### src/rtl/cpu_run_ctrl_pkg.sv
// cpu_run_pkg: shared types and default constants for the run controller.
//   run_state_e  - controller FSM states
//   *_D          - default values for the cpu_run_ctrl parameters
//   STATE_W      - encoding width of run_state_e
package cpu_run_pkg;

  localparam int STATE_W = 3;

  typedef enum logic [STATE_W-1:0] {
    S_IDLE     = 3'd0,
    S_RST_HOLD = 3'd1,
    S_RUN      = 3'd2,
    S_READ     = 3'd3,
    S_DONE     = 3'd4
  } run_state_e;

  localparam int          RST_CYCLES_D  = 5;
  localparam int          HALT_REPEAT_D = 4;
  localparam int          MAX_CYCLES_D  = 1000;
  localparam int          ACK_TIMEOUT_D = 16;
  localparam logic [7:0]  RESULT_ADDR_D = 8'h08;
  localparam logic [31:0] EXPECT_D      = 32'h1;

  // States in which a program execution is in flight.
  function automatic logic is_busy(input run_state_e s);
    return (s == S_RST_HOLD) || (s == S_RUN) || (s == S_READ);
  endfunction

endpackage

### src/rtl/cpu_run_ctrl_if.sv
// cpu_run_ctrl_if: sideband read port into the core's data memory.
//   dbg_req   - read request (controller -> memory)
//   dbg_addr  - byte address of the word to read
//   dbg_ack   - read data valid this cycle (memory -> controller)
//   dbg_rdata - read data
// master: the run controller; slave: the memory debug port.
interface cpu_run_ctrl_if #(
  parameter int ADDR_WIDTH = 8,
  parameter int DATA_W     = 32
);
  logic                  dbg_req;
  logic [ADDR_WIDTH-1:0] dbg_addr;
  logic                  dbg_ack;
  logic [DATA_W-1:0]     dbg_rdata;

  modport master (output dbg_req, output dbg_addr, input dbg_ack, input dbg_rdata);
  modport slave  (input dbg_req, input dbg_addr, output dbg_ack, output dbg_rdata);
endinterface

### src/rtl/cpu_run_ctrl_halt_detector.sv
// halt_detector: spots the core's terminal self-loop from the fetch PC.
//   clk, rst_n - clock, synchronous active-low reset
//   en         - high while the core is running; low clears history
//   pc         - core fetch PC, sampled every enabled cycle
//   halt       - PC has matched its previous sample HALT_REPEAT times in a row
module halt_detector #(
  parameter int PC_WIDTH    = 8,
  parameter int HALT_REPEAT = 4
) (
  input  logic                clk,
  input  logic                rst_n,
  input  logic                en,
  input  logic [PC_WIDTH-1:0] pc,
  output logic                halt
);

  localparam int SW = $clog2(HALT_REPEAT + 1);
  localparam logic [SW-1:0] REP = SW'(HALT_REPEAT);

  logic [PC_WIDTH-1:0] pc_q;
  logic                valid_q;
  logic [SW-1:0]       same_q;

  always_ff @(posedge clk) begin
    if (!rst_n || !en) begin
      pc_q    <= '0;
      valid_q <= 1'b0;
      same_q  <= '0;
    end else begin
      pc_q    <= pc;
      valid_q <= 1'b1;
      // The first enabled cycle has no previous sample and only loads pc_q.
      if (valid_q && (pc == pc_q))
        same_q <= (same_q == REP) ? same_q : same_q + 1'b1;
      else
        same_q <= '0;
    end
  end

  assign halt = en && (same_q == REP);

endmodule

### src/rtl/cpu_run_ctrl.sv
// cpu_run_ctrl: sequences one program run on the rv32i core and renders
// a verdict.
//   clk, rst_n  - clock, synchronous active-low reset
//   start       - run request, honoured in IDLE or DONE only
//   pc          - core fetch PC (halt detection)
//   core_rst_n  - core n_rst, registered
//   dbg         - master side of the data-memory sideband read port
//   busy, done  - run in flight / verdict available
//   pass        - result == EXPECT and no timeout
//   timeout     - run budget or ack wait expired
//   cycle_cnt   - RUN cycles until halt or timeout (saturating)
//   result      - captured result word
module cpu_run_ctrl
  import cpu_run_pkg::*;
#(
  parameter int                    PC_WIDTH    = 8,
  parameter int                    ADDR_WIDTH  = 8,
  parameter int                    DATA_W      = 32,
  parameter int                    CNT_W       = 16,
  parameter int                    RST_CYCLES  = RST_CYCLES_D,
  parameter int                    HALT_REPEAT = HALT_REPEAT_D,
  parameter int                    MAX_CYCLES  = MAX_CYCLES_D,
  parameter int                    ACK_TIMEOUT = ACK_TIMEOUT_D,
  parameter logic [ADDR_WIDTH-1:0] RESULT_ADDR = ADDR_WIDTH'(RESULT_ADDR_D),
  parameter logic [DATA_W-1:0]     EXPECT      = DATA_W'(EXPECT_D)
) (
  input  logic                clk,
  input  logic                rst_n,
  input  logic                start,
  input  logic [PC_WIDTH-1:0] pc,
  output logic                core_rst_n,
  cpu_run_ctrl_if.master      dbg,
  output logic                busy,
  output logic                done,
  output logic                pass,
  output logic                timeout,
  output logic [CNT_W-1:0]    cycle_cnt,
  output logic [DATA_W-1:0]   result
);

  // A budget the counter cannot represent fires when the counter saturates.
  localparam logic [CNT_W-1:0] MAX_CNT =
    ((MAX_CYCLES >> CNT_W) != 0) ? '1 : CNT_W'(MAX_CYCLES);

  // One timer serves both the reset hold and the ack wait.
  localparam int TMR_MAX = (RST_CYCLES > ACK_TIMEOUT) ? RST_CYCLES : ACK_TIMEOUT;
  localparam int TMR_W   = $clog2(TMR_MAX + 1);
  localparam logic [TMR_W-1:0] HOLD_LAST = TMR_W'(RST_CYCLES - 1);
  localparam logic [TMR_W-1:0] ACK_LAST  = TMR_W'(ACK_TIMEOUT - 1);

  run_state_e        state_q, state_d;
  logic [TMR_W-1:0]  timer_q, timer_d;
  logic [CNT_W-1:0]  cnt_q, cnt_d, cnt_inc;
  logic [DATA_W-1:0] result_q, result_d;
  logic              pass_q, pass_d;
  logic              timeout_q, timeout_d;
  logic              core_rst_n_q, core_rst_n_d;
  logic              busy_q, busy_d;
  logic              done_q, done_d;
  logic              dbg_req_q, dbg_req_d;
  logic              halt;

  halt_detector #(
    .PC_WIDTH    (PC_WIDTH),
    .HALT_REPEAT (HALT_REPEAT)
  ) u_halt (
    .clk   (clk),
    .rst_n (rst_n),
    .en    (state_q == S_RUN),
    .pc    (pc),
    .halt  (halt)
  );

  assign cnt_inc = (cnt_q == '1) ? cnt_q : cnt_q + 1'b1;

  always_comb begin
    state_d   = state_q;
    timer_d   = timer_q;
    cnt_d     = cnt_q;
    result_d  = result_q;
    pass_d    = pass_q;
    timeout_d = timeout_q;

    case (state_q)
      S_IDLE, S_DONE: begin
        if (start) begin
          state_d   = S_RST_HOLD;
          timer_d   = '0;
          cnt_d     = '0;
          result_d  = '0;
          pass_d    = 1'b0;
          timeout_d = 1'b0;
        end
      end
      S_RST_HOLD: begin
        if (timer_q == HOLD_LAST) begin
          state_d = S_RUN;
          timer_d = '0;
        end else begin
          timer_d = timer_q + 1'b1;
        end
      end
      S_RUN: begin
        // The halt cycle is still a RUN cycle, so it is counted; halt beats
        // a budget expiring in the same cycle.
        cnt_d = cnt_inc;
        if (halt) begin
          state_d = S_READ;
          timer_d = '0;
        end else if (cnt_inc == MAX_CNT) begin
          state_d   = S_DONE;
          timeout_d = 1'b1;
        end
      end
      S_READ: begin
        if (dbg.dbg_ack) begin
          state_d  = S_DONE;
          result_d = dbg.dbg_rdata;
          pass_d   = (dbg.dbg_rdata == EXPECT);
        end else if (timer_q == ACK_LAST) begin
          state_d   = S_DONE;
          timeout_d = 1'b1;
          pass_d    = 1'b0;
        end else begin
          timer_d = timer_q + 1'b1;
        end
      end
      default: state_d = S_IDLE;
    endcase

    // Outputs are registered copies decoded from the next state, so they
    // line up with state_q.
    core_rst_n_d = (state_d == S_RUN) || (state_d == S_READ) || (state_d == S_DONE);
    busy_d       = is_busy(state_d);
    done_d       = (state_d == S_DONE);
    dbg_req_d    = (state_d == S_READ);
  end

  always_ff @(posedge clk) begin
    if (!rst_n) begin
      state_q      <= S_IDLE;
      timer_q      <= '0;
      cnt_q        <= '0;
      result_q     <= '0;
      pass_q       <= 1'b0;
      timeout_q    <= 1'b0;
      core_rst_n_q <= 1'b0;
      busy_q       <= 1'b0;
      done_q       <= 1'b0;
      dbg_req_q    <= 1'b0;
    end else begin
      state_q      <= state_d;
      timer_q      <= timer_d;
      cnt_q        <= cnt_d;
      result_q     <= result_d;
      pass_q       <= pass_d;
      timeout_q    <= timeout_d;
      core_rst_n_q <= core_rst_n_d;
      busy_q       <= busy_d;
      done_q       <= done_d;
      dbg_req_q    <= dbg_req_d;
    end
  end

  assign core_rst_n   = core_rst_n_q;
  assign busy         = busy_q;
  assign done         = done_q;
  assign pass         = pass_q;
  assign timeout      = timeout_q;
  assign cycle_cnt    = cnt_q;
  assign result       = result_q;
  assign dbg.dbg_req  = dbg_req_q;
  assign dbg.dbg_addr = RESULT_ADDR;

endmodule

### src/flat_wrapper.sv
// flat-port wrapper written by rule: the top's interface ports become plain ports
module cpu_run_ctrl_flat import cpu_run_pkg::*;
#(
  parameter int                    PC_WIDTH    = 8,
  parameter int                    ADDR_WIDTH  = 8,
  parameter int                    DATA_W      = 32,
  parameter int                    CNT_W       = 16,
  parameter int                    RST_CYCLES  = RST_CYCLES_D,
  parameter int                    HALT_REPEAT = HALT_REPEAT_D,
  parameter int                    MAX_CYCLES  = MAX_CYCLES_D,
  parameter int                    ACK_TIMEOUT = ACK_TIMEOUT_D,
  parameter logic [ADDR_WIDTH-1:0] RESULT_ADDR = ADDR_WIDTH'(RESULT_ADDR_D),
  parameter logic [DATA_W-1:0]     EXPECT      = DATA_W'(EXPECT_D)
)
  (clk, rst_n, start, pc, core_rst_n, busy, done, pass, timeout, cycle_cnt, result, dbg_dbg_req, dbg_dbg_addr, dbg_dbg_ack, dbg_dbg_rdata);
  cpu_run_ctrl_if #(.ADDR_WIDTH(ADDR_WIDTH), .DATA_W(DATA_W)) dbg_i ();
  input  logic clk;
  input  logic rst_n;
  input  logic start;
  input  logic [PC_WIDTH-1:0] pc;
  output logic core_rst_n;
  output logic busy;
  output logic done;
  output logic pass;
  output logic timeout;
  output logic [CNT_W-1:0] cycle_cnt;
  output logic [DATA_W-1:0] result;
  output wire logic [$bits(dbg_i.dbg_req)-1:0] dbg_dbg_req;
  output wire logic [$bits(dbg_i.dbg_addr)-1:0] dbg_dbg_addr;
  input wire logic [$bits(dbg_i.dbg_ack)-1:0] dbg_dbg_ack;
  input wire logic [$bits(dbg_i.dbg_rdata)-1:0] dbg_dbg_rdata;
  assign dbg_dbg_req = dbg_i.dbg_req;
  assign dbg_dbg_addr = dbg_i.dbg_addr;
  assign dbg_i.dbg_ack = dbg_dbg_ack;
  assign dbg_i.dbg_rdata = dbg_dbg_rdata;
  cpu_run_ctrl #(.PC_WIDTH(PC_WIDTH), .ADDR_WIDTH(ADDR_WIDTH), .DATA_W(DATA_W), .CNT_W(CNT_W), .RST_CYCLES(RST_CYCLES), .HALT_REPEAT(HALT_REPEAT), .MAX_CYCLES(MAX_CYCLES), .ACK_TIMEOUT(ACK_TIMEOUT), .RESULT_ADDR(RESULT_ADDR), .EXPECT(EXPECT)) u_core (.clk(clk), .rst_n(rst_n), .start(start), .pc(pc), .core_rst_n(core_rst_n), .dbg(dbg_i), .busy(busy), .done(done), .pass(pass), .timeout(timeout), .cycle_cnt(cycle_cnt), .result(result));
endmodule
### config.mk
export PLATFORM = sky130hd
export DESIGN_NAME = cpu_run_ctrl_flat
export DESIGN_NICKNAME = d
export VERILOG_FILES = /design/src/rtl/cpu_run_ctrl_pkg.sv /design/src/rtl/cpu_run_ctrl_if.sv /design/src/rtl/cpu_run_ctrl_halt_detector.sv /design/src/rtl/cpu_run_ctrl.sv /design/src/flat_wrapper.sv
export SDC_FILE = /design/constraint.sdc
export NUM_CORES = 1
export LEC_CHECK = 0
export CELL_PAD_IN_SITES_DETAIL_PLACEMENT = 0
export CELL_PAD_IN_SITES_GLOBAL_PLACEMENT = 1
export CORE_ASPECT_RATIO = 1.1
export CORE_UTILIZATION = 36
export DETAILED_ROUTE_END_ITERATION = 8
export GPL_TIMING_DRIVEN = 0
export PLACE_DENSITY = 0.95
export SETUP_SLACK_MARGIN = 0.1
export SYNTH_ARGS = -nofsm -noshare
export SYNTH_HDL_FRONTEND = slang
export SYNTH_SLANG_ARGS = --single-unit
### constraint.sdc
create_clock -name clk -period 4.6 [get_ports clk]
set_input_delay 0.69 -clock clk [delete_from_list [all_inputs] [get_ports clk]]
set_output_delay 0.69 -clock clk [all_outputs]
set_load 0.01 [all_outputs]
Word level (Yosys, flattened, before mapping)
Cells that the tools add are included.
{"block": "word_totals", "reg_bits": 74, "in_bits": 44, "output_inout_bits": 62, "wordCells": 91}
{"block": "classes", "addsub": 3, "n_eq_ne": 24, "mux": 29, "n_bitwise": 1, "n_reduce_logical": 21}
{"op": "32-bit two-way mux", "n": 2}
{"op": "32-bit one-hot mux with 2 select lines", "n": 1}
{"op": "32-bit by 1-bit equality test with 1-bit output (second input constant)", "n": 1}
{"op": "16-bit two-way mux", "n": 2}
{"op": "16-bit one-hot mux with 2 select lines", "n": 1}
{"op": "5-bit two-way mux", "n": 5}
{"op": "5-bit one-hot mux with 4 select lines", "n": 1}
{"op": "3-bit two-way mux", "n": 6}
{"op": "16-bit by 1-bit adder with 16-bit output (second input constant)", "n": 1}
{"op": "16-bit by 10-bit equality test with 1-bit output (second input constant)", "n": 1}
{"op": "16-bit equality test (second input constant)", "n": 1}
{"op": "3-bit by 2-bit equality test with 1-bit output (second input constant)", "n": 4}
{"op": "3-bit one-hot mux with 4 select lines", "n": 1}
{"op": "2-bit != test (second input constant)", "n": 5}
{"op": "3-bit equality test (second input constant)", "n": 3}
{"op": "8-bit equality test", "n": 1}
{"op": "1-bit two-way mux", "n": 8}
{"op": "3-bit by 1-bit equality test with 1-bit output (second input constant)", "n": 2}
{"op": "2-bit by 1-bit != test with 1-bit output (second input constant)", "n": 3}
{"op": "3-bit AND reduction", "n": 2}
{"op": "6-bit AND reduction", "n": 1}
{"op": "5-bit by 1-bit adder with 5-bit output (second input constant)", "n": 1}
{"op": "5-bit by 3-bit equality test with 1-bit output (second input constant)", "n": 1}
{"op": "5-bit by 4-bit equality test with 1-bit output (second input constant)", "n": 1}
{"op": "15 further kinds", "n": 23}

Longest topological paths before layout
Gate-level depths: netlist (run 1).
{"block": "depth", "depth_word": 9, "mapped_depth": 9, "mapped_depth_nobuf": 8}

Hierarchy
Synthesis (run 1) repeated with hierarchy kept, for this count alone.
{"block": "unflattened", "hier_cells": 452, "hier_area_um2": 3651.0}
{"module": "cpu_run_ctrl", "instances": 1, "cells_per_inst": 407, "area_per_inst_um2": 3149.3, "seq_area_each_um2": 1241.2}
{"module": "halt_detector", "instances": 1, "cells_per_inst": 45, "area_per_inst_um2": 501.7, "seq_area_each_um2": 240.2}

Worst setup path before layout (run 1)
No wires, ideal clock.
{"block": "synth_path", "path_type": "reg2reg", "from": "reg u_core.cnt_q[0], in the netlist u_core.cycle_cnt[0]", "to": "reg u_core.timeout_q, in the netlist u_core.timeout", "setup_ps": 79, "t_arrival_ps": 2646, "required_time_ps": 4521, "setup_slack_ps": 1875, "path_stages_with_launch": 9, "n_path_buf": 1, "period_less_slack_ps": 2725, "cell_sequence": "dfxtp_1 ha_1 nand4_4 or4_1 buf_2 and3_1 a211o_1 or4_4 a211oi_2"}
{"block": "synth_via", "elab_chain_cells": 5, "word_cells_on_any_way": 6, "cone_classes": "add/sub: 1; eq/ne: 3; mux: 1; reduce/logical: 1"}
{"item": "start, declared", "line": "cpu_run_ctrl.sv:53", "text": "logic [CNT_W-1:0] cnt_q, cnt_d, cnt_inc;"}
{"item": "start signal, assigned", "line": "cpu_run_ctrl.sv:154", "text": "cnt_q <= cnt_d;"}
{"item": "16-bit by 1-bit adder with 16-bit output or 16-bit equality test (tied branches)", "line": "cpu_run_ctrl.sv:74", "text": "assign cnt_inc = (cnt_q == '1) ? cnt_q : cnt_q + 1'b1;"}
{"item": "16-bit two-way mux *", "line": "cpu_run_ctrl.sv:74"}
{"item": "16-bit by 10-bit equality test with 1-bit output *", "line": "cpu_run_ctrl.sv:110", "text": "end else if (cnt_inc == MAX_CNT) begin"}
{"item": "2-bit by 1-bit != test with 1-bit output (no line) *"}
{"item": "6-bit AND reduction (no line) *"}
{"item": "end signal, assigned", "line": "cpu_run_ctrl.sv:157", "text": "timeout_q <= timeout_d;"}
{"item": "end, declared", "line": "cpu_run_ctrl.sv:56", "text": "logic timeout_q, timeout_d;"}
Every way passes the cells marked *; elsewhere a longest branch is shown, timed or not.
A chain may end at the register's enable or synchronous reset.

Worst setup path after layout (run 1)
Ends and elaborated chain as after synthesis.

==> impl_metrics.prom, run 1 <==
# TYPE chip_impl_metric gauge
chip_impl_metric{name="grt_pass1_vias",unit=""} 3423
chip_impl_metric{name="final_period_minus_worst_setup_slack",unit="ns"} 3.03
chip_impl_info{name="r2r-end",value="u_core.timeout"} 1
chip_impl_metric{name="cts_post_setup_buffers_inserted",unit=""} 0
chip_impl_info{name="worstHoldPathType",value="flop to flop"} 1
chip_impl_metric{name="avgSynthCellArea",unit="µm²"} 7.94
chip_impl_metric{name="timing.final.max_slew_violations",unit=""} 0
chip_impl_info{name="path_cells",value="ha_1 -> nand4_4 -> or4_1 -> buf_2 -> and3_1 -> a211o_1 -> or4_4 -> a211oi_2"} 1
chip_impl_metric{name="route.detailed.vias_per_inst",unit=""} 5.27
chip_impl_info{name="cts_tree",value="done"} 1
chip_impl_metric{name="clk_latency",unit="ns"} 0.35
chip_impl_metric{name="num_antenna_cells",unit=""} 0
chip_impl_metric{name="finalClockSkew",unit="ns"} 0.00773
chip_impl_metric{name="htree_depth",unit=""} 3
chip_impl_metric{name="cts_bufs_inserted",unit=""} 9
chip_impl_metric{name="cts-hold-fix-buffers",unit=""} 0
chip_impl_metric{name="row_count",unit=""} 37
chip_impl_metric{name="setup_tns",unit="ns"} 0
chip_impl_metric{name="num-nets-final",unit=""} 606
chip_impl_info{name="crit-reg2reg-launch",value="u_core.cycle_cnt[0]"} 1
chip_impl_metric{name="num-fill-cells",unit=""} 921
chip_impl_info{name="hold-path-endpoint",value="u_core.result[13]"} 1
chip_impl_info{name="most_used_dff_post_synth",value="sky130_fd_sc_hd__dfxtp_1"} 1
chip_impl_metric{name="core_region_area",unit="µm²"} 9400
chip_impl_metric{name="worstPathArrival",unit="ns"} 3.30
chip_impl_info{name="yosys-top-cells-area",value="sky130_fd_sc_hd__dfxtp_1 (42%), sky130_fd_sc_hd__nand2_1 (7.3%), sky130_fd_sc_hd__a21oi_1 (7.1%)"} 1
chip_impl_metric{name="ys_seq_elements",unit=""} 74
chip_impl_metric{name="cell_area_power_density",unit="nW/µm²"} 270
chip_impl_metric{name="wire_per_inst",unit="µm"} 14.8
chip_impl_metric{name="worst_path_largest_cell_delay",unit="ns"} 0.55
chip_impl_info{name="ys_top_cells_by_count",value="sky130_fd_sc_hd__dfxtp_1 (74), sky130_fd_sc_hd__nand2_1 (68), sky130_fd_sc_hd__a21oi_1 (50)"} 1
chip_impl_info{name="grt_setup_unrepaired",value="false"} 1
chip_impl_metric{name="input_output_buffers",unit=""} 97
chip_impl_metric{name="finalHoldViolations",unit=""} 0
chip_impl_metric{name="reg2reg_slack",unit="ns"} 1.57
chip_impl_metric{name="grt_pass1_wl",unit="µm"} 16000
chip_impl_metric{name="yosys.area.top_type_share",unit="%"} 42.2
chip_impl_metric{name="clockBufferDepth",unit=""} 2
chip_impl_metric{name="number_of_gates_given_a_new_drive_strength_after_cts",unit=""} 0
chip_impl_metric{name="netlist_instances",unit=""} 442
chip_impl_info{name="setup.worst_path.start_class",value="flop"} 1
chip_impl_metric{name="vias",unit=""} 3571
chip_impl_info{name="yosysMostFrequentCell",value="sky130_fd_sc_hd__dfxtp_1"} 1
chip_impl_metric{name="finalSetupViolCount",unit=""} 0
chip_impl_metric{name="placedInstanceArea",unit="µm²"} 4650
chip_impl_metric{name="timing.fmax",unit="MHz"} 330
chip_impl_metric{name="async_flop_share",unit="%"} 0
chip_impl_metric{name="synth.cell_area",unit="µm²"} 3510
chip_impl_info{name="outcome",value="complete, no violations"} 1
chip_impl_info{name="hold_sp",value="u_core.result[13]"} 1
chip_impl_metric{name="relSlewSlack",unit="%"} 54.1
chip_impl_metric{name="layout.core_utilization",unit="%"} 51.8
chip_impl_metric{name="number_of_flops_mapped_to_enable_cells_by_yosys",unit=""} 0
chip_impl_metric{name="drtAntennaViolNets",unit=""} 0
chip_impl_metric{name="power.leakage",unit="nW"} 1.74
chip_impl_metric{name="grt.overflow.total",unit=""} 0
chip_impl_metric{name="dp_hpwl",unit="µm"} 7470
chip_impl_metric{name="io-pin-count",unit=""} 106
chip_impl_metric{name="drt_first_iter_violations",unit=""} 209
chip_impl_info{name="crit_path_top_delay_cell",value="sky130_fd_sc_hd__or4_4"} 1
chip_impl_metric{name="initial_utilization",unit="%"} 37.3
chip_impl_metric{name="gp_routability_congestion",unit=""} 0.919
chip_impl_metric{name="min_period_over_period",unit="%"} 65.9
chip_impl_metric{name="die-width",unit="µm"} 96.1
chip_impl_info{name="critPathKind",value="flop to flop"} 1
chip_impl_info{name="worst_setup_path_end_kind",value="flop"} 1
chip_impl_info{name="clock_tree.root_cell",value="sky130_fd_sc_hd__clkbuf_8"} 1
chip_impl_metric{name="antenna_found_initial",unit=""} 0
chip_impl_metric{name="yosysWarningCount",unit=""} 0
chip_impl_metric{name="pre_cts_slack",unit="ns"} 1.62
chip_impl_metric{name="max_slew.worst_pin.slew",unit="ns"} 0.680
chip_impl_metric{name="drt_pre_antenna_iters",unit=""} 4
chip_impl_metric{name="die_area",unit="µm²"} 10100
chip_impl_metric{name="fp.dieH",unit="µm"} 106
chip_impl_metric{name="postRouteWirelength",unit="µm"} 10000
chip_impl_metric{name="maximum_number_of_pins_on_one_net_before_global_route_repair",unit=""} 14
chip_impl_metric{name="power_consumption",unit="mW"} 1.31
chip_impl_metric{name="globalRouteTotalUtil",unit="%"} 20.4
chip_impl_metric{name="ff2ff_path_depth",unit=""} 8
chip_impl_info{name="synth_area_leader",value="sky130_fd_sc_hd__dfxtp_1"} 1
chip_impl_metric{name="synth_cell_types",unit=""} 57
chip_impl_metric{name="timing.critical_path.required",unit="ns"} 4.87
chip_impl_metric{name="path_clk_slew",unit="ns"} 0.08
chip_impl_metric{name="postLayoutCellArea",unit="µm²"} 4870
chip_impl_metric{name="syn2layout_area_growth",unit="%"} 38.7
chip_impl_metric{name="cp_max_fo",unit=""} 10
chip_impl_metric{name="peakVddDrop",unit="mV"} 0.146
chip_impl_metric{name="smallest_setup_slack_after_layout",unit="ns"} 1.57
chip_impl_metric{name="synth-seq-area-share",unit="%"} 42.2
chip_impl_metric{name="drc",unit=""} 0
chip_impl_metric{name="cap_violations",unit=""} 0
chip_impl_metric{name="share_of_post_route_cells_with_drive_strength_above_1",unit="%"} 6.06
chip_impl_metric{name="number_of_instances_on_the_worst_hold_path",unit=""} 2
chip_impl_metric{name="tritoncts_num_sinks",unit=""} 74
-- state kept, by name (all words and copies together), names as in the netlist, 3 cells and up --
signal / flops
u_core.u_halt.pc_q: 8
u_core.state_q: 3
u_core.timer_q: 5
u_core.u_halt.same_q: 3
u_core.cycle_cnt: 16
u_core.result: 32
-- power breakdown --
part | total (mW) | switching [mW] | internal, mW
registers | 0.645 | 0.00231 | 0.643
clock network | 0.561 | 0.254 | 0.308
logic | 0.108 | 0.0549 | 0.0533
total | 1.31 | 0.311 | 1.00
-- per-stage QoR --
stage                     hold WS [ns]  instances
final                            0.451        678
after global routing             0.477        678
after CTS                        0.456        678
after detailed placement         0.445        662
after global placement           0.438        662
after floorplan                  0.476        448
-- cells in the final DEF (no fill, tap or decap), types with 2 or more instances in the layout --
| cell | Yosys | layout |
|---|---|---|
| sky130_fd_sc_hd__ha_1 | 6 | 6 |
| sky130_fd_sc_hd__dfxtp_1 | 74 | 74 |
| sky130_fd_sc_hd__o22ai_1 | 3 | 3 |
| sky130_fd_sc_hd__and2_1 | 3 | 3 |
| sky130_fd_sc_hd__a311oi_1 | 2 | 2 |
| sky130_fd_sc_hd__xnor2_1 | 10 | 10 |
| sky130_fd_sc_hd__or3_1 | 2 | 2 |
| sky130_fd_sc_hd__and4_1 | 3 | 3 |
| sky130_fd_sc_hd__a21oi_1 | 50 | 50 |
| sky130_fd_sc_hd__buf_2 | 3 | 3 |
| sky130_fd_sc_hd__clkdlybuf4s50_1 | 0 | 97 |
| sky130_fd_sc_hd__nor4b_1 | 2 | 2 |
| sky130_fd_sc_hd__inv_1 | 11 | 11 |
| sky130_fd_sc_hd__xor2_1 | 6 | 6 |
| sky130_fd_sc_hd__nand2b_1 | 3 | 3 |
| sky130_fd_sc_hd__buf_4 | 9 | 9 |
| sky130_fd_sc_hd__o21ai_0 | 11 | 11 |
| sky130_fd_sc_hd__nor2_1 | 34 | 34 |
| sky130_fd_sc_hd__nand4_1 | 9 | 9 |
| sky130_fd_sc_hd__clkbuf_1 | 21 | 22 |
| sky130_fd_sc_hd__nand3_1 | 19 | 19 |
| sky130_fd_sc_hd__nor4_1 | 13 | 13 |
| sky130_fd_sc_hd__conb_1 | 2 | 8 |
| sky130_fd_sc_hd__and3_1 | 14 | 14 |
| sky130_fd_sc_hd__nand2_1 | 68 | 68 |
| sky130_fd_sc_hd__o2111ai_1 | 2 | 2 |
| sky130_fd_sc_hd__a31oi_1 | 5 | 5 |
| sky130_fd_sc_hd__o21ai_1 | 5 | 5 |
| sky130_fd_sc_hd__mux2i_1 | 2 | 2 |
| sky130_fd_sc_hd__nor3_1 | 17 | 17 |
| sky130_fd_sc_hd__clkbuf_8 | 0 | 9 |
| sky130_fd_sc_hd__o31a_1 | 2 | 2 |
| sky130_fd_sc_hd__bufinv_16 | 0 | 2 |
| sky130_fd_sc_hd__nor4bb_1 | 2 | 2 |
| sky130_fd_sc_hd__a22oi_1 | 4 | 4 |
-- worst max-delay path: cells and delay by family, from the launching register on --
family                     cells  cell delay [ns]
buffers and inverters          1             0.18
AOI/OAI and AO/OA              2             0.47
adders and majority gates      1             0.37
DFF                            1             0.48
and+or+nand+nor                4             1.44
-- area by class of cell --
| class | instances | area [µm²] | share of cell area (%) |
|---|---|---|---|
| Timing Repair Buffer | 97 | 971 | 19.9 |
| Sequential cell | 74 | 1480 | 30.4 |
| Multi-Input combinational cell | 327 | 1830 | 37.7 |
| Tap cell | 117 | 146 | 3.01 |
| Clock inverter | 6 | 90.1 | 1.85 |
| Inverter | 12 | 45.0 | 0.925 |
| Buffer | 35 | 173 | 3.55 |
| Clock buffer | 10 | 128 | 2.62 |
-- kinds of logic after synthesis --
logic type | Yosys count | synth area share, %
adders and majority gates | 6 | 2.14
DFF | 74 | 42.2
other | 2 | 0.214
and+or+nand+nor | 200 | 28.7
AOI/OAI and AO/OA | 95 | 16.0
buffers and inverters | 47 | 6.20
muxes | 2 | 0.570
xor gates and xnor gates | 16 | 3.99
-- metal layers --
layer	share of wire (%)	wire length, µm	track usage, %	vias to the layer above
met5	0	0	0	-
met3	7.5	754	3.68	14
met2	47	4750	34.6	119
met1	44	4360	25.3	1658
li1	-	-	-	1780
met4	1.5	148	7.25	0
-- how the worst max path moves through the flow --
stage	start	end	slack [ns]	cells after the start
2_1_floorplan	u_core.cycle_cnt[0]	u_core.timeout	1.87	8
3_3_place_gp	start	u_core.cycle_cnt[8]	1.63	6
3_5_place_dp	u_core.cycle_cnt[0]	u_core.timeout	1.62	8
4_1_cts	u_core.cycle_cnt[0]	u_core.timeout	1.58	8
5_1_grt	u_core.cycle_cnt[0]	u_core.timeout	1.36	8
6_report	u_core.cycle_cnt[0]	u_core.timeout	1.57	8
Note: power is estimated with default switching activity, not from simulation.
==> run 2: changes to the inputs <==
- CORE_UTILIZATION: 36 -> 34
- PLACE_DENSITY: 0.95 -> 0.91
- clock period: 4.6 -> 2.9 ns (I/O delays scaled with it)
==> impl_metrics.prom, run 2 (synthesized netlist as in run 1, its figures left out) <==
# TYPE chip_impl_metric gauge
chip_impl_metric{name="drt_first_iter_violations",unit=""} 191
chip_impl_metric{name="grt_pass1_wl",unit="µm"} 16400
chip_impl_info{name="grt_setup_unrepaired",value="false"} 1
chip_impl_metric{name="cap_violations",unit=""} 0
chip_impl_metric{name="syn2layout_area_growth",unit="%"} 37.9
chip_impl_metric{name="seq_area",unit="µm²"} 1490
chip_impl_metric{name="cts-hold-fix-buffers",unit=""} 0
chip_impl_metric{name="htree_depth",unit=""} 3
chip_impl_metric{name="final_period_minus_worst_setup_slack",unit="ns"} 2.72
chip_impl_metric{name="grt.met2_usage",unit="%"} 32.8
chip_impl_metric{name="clk_latency",unit="ns"} 0.35
chip_impl_info{name="cts_tree",value="done"} 1
chip_impl_metric{name="groute.layer.met3.usage",unit="%"} 4.91
chip_impl_info{name="clock_tree.root_cell",value="sky130_fd_sc_hd__clkbuf_8"} 1
chip_impl_metric{name="num-nets-final",unit=""} 607
chip_impl_metric{name="finalClockSkew",unit="ns"} 0.00392
chip_impl_metric{name="worst_path_largest_cell_delay",unit="ns"} 0.55
chip_impl_info{name="crit_family",value="simple AND/OR/NAND/NOR gates"} 1
chip_impl_info{name="critPathKind",value="flop to flop"} 1
chip_impl_metric{name="core_region_area",unit="µm²"} 9940
chip_impl_metric{name="global_route.usage.met1",unit="%"} 24.1
chip_impl_metric{name="drtAntennaViolNets",unit=""} 0
chip_impl_metric{name="gp_routability_congestion",unit=""} 0.898
chip_impl_metric{name="io-pin-count",unit=""} 106
chip_impl_metric{name="path_clk_slew",unit="ns"} 0.07
chip_impl_metric{name="max_slew.worst_pin.slew",unit="ns"} 0.764
chip_impl_metric{name="timing.fmax",unit="MHz"} 368
chip_impl_metric{name="grt_pass1_vias",unit=""} 3469
chip_impl_metric{name="relSlewSlack",unit="%"} 48.4
chip_impl_metric{name="share_of_post_route_cells_with_drive_strength_above_1",unit="%"} 6.42
chip_impl_info{name="outcome",value="complete, no violations"} 1
chip_impl_metric{name="initial_utilization",unit="%"} 35.3
chip_impl_metric{name="min_period_over_period",unit="%"} 93.7
chip_impl_metric{name="cp_max_fo",unit=""} 10
chip_impl_metric{name="die-width",unit="µm"} 98.9
chip_impl_info{name="layout_commonest_cell",value="sky130_fd_sc_hd__clkdlybuf4s50_1"} 1
chip_impl_metric{name="power.leakage",unit="nW"} 1.71
chip_impl_metric{name="input_output_buffers",unit=""} 97
chip_impl_metric{name="dpl.cell_count",unit=""} 665
chip_impl_metric{name="final_cells",unit=""} 681
chip_impl_metric{name="num-fill-cells",unit=""} 981
chip_impl_info{name="worst_setup_path_end_kind",value="flop"} 1
chip_impl_metric{name="multiInputGateArea",unit="µm²"} 1850
chip_impl_metric{name="dp_hpwl",unit="µm"} 7590
chip_impl_metric{name="cell_area_power_density",unit="nW/µm²"} 385
chip_impl_metric{name="cts_bufs_inserted",unit=""} 9
chip_impl_metric{name="tritoncts_num_sinks",unit=""} 74
chip_impl_metric{name="vias",unit=""} 3612
chip_impl_metric{name="antenna_found_initial",unit=""} 0
chip_impl_metric{name="fp.dieH",unit="µm"} 109
chip_impl_metric{name="route.detailed.vias_per_inst",unit=""} 5.30
chip_impl_metric{name="globalRouteTotalUtil",unit="%"} 19.6
chip_impl_info{name="setup.worst_path.start_class",value="flop"} 1
chip_impl_metric{name="num_antenna_cells",unit=""} 0
chip_impl_metric{name="clockBufferDepth",unit=""} 2
chip_impl_metric{name="maximum_number_of_pins_on_one_net_before_global_route_repair",unit=""} 12
chip_impl_metric{name="wire_per_inst",unit="µm"} 14.9
chip_impl_metric{name="drt_pre_antenna_iters",unit=""} 5
chip_impl_metric{name="layout.core_utilization",unit="%"} 48.7
chip_impl_metric{name="drc",unit=""} 0
chip_impl_metric{name="worstPathArrival",unit="ns"} 2.99
chip_impl_info{name="layout.cells.most_common_list",value="sky130_fd_sc_hd__clkdlybuf4s50_1 (97), sky130_fd_sc_hd__dfxtp_1 (72), sky130_fd_sc_hd__nand2_1 (68)"} 1
chip_impl_metric{name="postRouteWirelength",unit="µm"} 10200
chip_impl_info{name="path_cells",value="ha_4 -> nand4_4 -> or4_1 -> buf_2 -> and3_1 -> a211o_1 -> or4_4 -> a211oi_2"} 1
chip_impl_metric{name="grt.overflow.total",unit=""} 0
chip_impl_metric{name="timing.final.max_slew_violations",unit=""} 0
chip_impl_metric{name="finalSetupViolCount",unit=""} 0
chip_impl_metric{name="largest_register_ff_count",unit=""} 32
chip_impl_metric{name="peakVddDrop",unit="mV"} 0.246
chip_impl_metric{name="timing.critical_path.required",unit="ns"} 3.17
chip_impl_metric{name="die_area",unit="µm²"} 10700
chip_impl_metric{name="critical_path.n_buffers_inverters",unit=""} 1
chip_impl_info{name="crit_path_top_delay_cell",value="sky130_fd_sc_hd__or4_4"} 1
chip_impl_metric{name="row_count",unit=""} 38
chip_impl_info{name="worstHoldPathType",value="flop to flop"} 1
chip_impl_metric{name="finalHoldViolations",unit=""} 0
chip_impl_info{name="grt_most_used_layer",value="met2"} 1
run 2: final timing paths:
| check | from | end | slack [ns] | cells past startpoint |
|---|---|---|---|---|
| worst max register to register | u_core.cycle_cnt[0] | u_core.timeout | 0.18 | 8 |
| worst min-delay path | u_core.result[16] | u_core.result[16] | 0.45 | 2 |
| worst min register to register | u_core.result[16] | u_core.result[16] | 0.45 | 2 |
| worst max-delay path | u_core.cycle_cnt[0] | u_core.timeout | 0.18 | 8 |
run 2: area by class of cell:
cell class | count | area share, %
multi-input cells | 327 | 38.3
inverters | 12 | 0.931
well taps | 120 | 3.10
repair buffers | 98 | 20.2
plain buffers | 35 | 3.57
clock inverters | 3 | 0.362
clock buffers | 12 | 2.79
flip-flops and latches | 74 | 30.8
run 2: repair_timing:
item | 4_1_cts | 5_1_grt
pin swaps | 0 | 1
endpoints found under the setup margin | 5 | 3
gates resized for setup | 5 | 2
buffers inserted | 0 | 1
run 2: metrics by stage:
stage | setup TNS (ns) | setup WS (ns) | hold WS, ns | area, µm² | total power, mW
6_report | 0 | 0.183 | 0.453 | 4840 | 1.86
5_1_grt | 0 | 0.107 | 0.473 | 4840 | 1.95
4_1_cts | 0 | 0.125 | 0.458 | 4830 | 1.90
3_5_place_dp | -0.171 | -0.0714 | 0.447 | 4650 | 1.22
3_3_place_gp | -0.143 | -0.0603 | 0.441 | 4650 | 1.22
2_1_floorplan | 0 | 0.175 | 0.476 | 3530 | 1.12
run 2: per-layer routing:
layer,part of all wire (%),routed length (µm)
met1,45,4560
met2,47,4760
met3,6.8,697
met4,1.6,163
met5,0,0
run 2: worst reg2reg max path, delay by kind of cell, from the launching register on:
kind | cells | cell delay, ns
adders and majority gates | 1 | 0.19
DFF | 1 | 0.41
AOI/OAI and AO/OA | 2 | 0.47
and+or+nand+nor | 4 | 1.39
buffers and inverters | 1 | 0.19
run 2: power by group:
part / leakage [nW] / internal, mW / switching, mW
registers: 0.598 / 1.02 / 0.00371
logic: 1.04 / 0.0843 / 0.0870
clock network: 0.0762 / 0.304 / 0.367
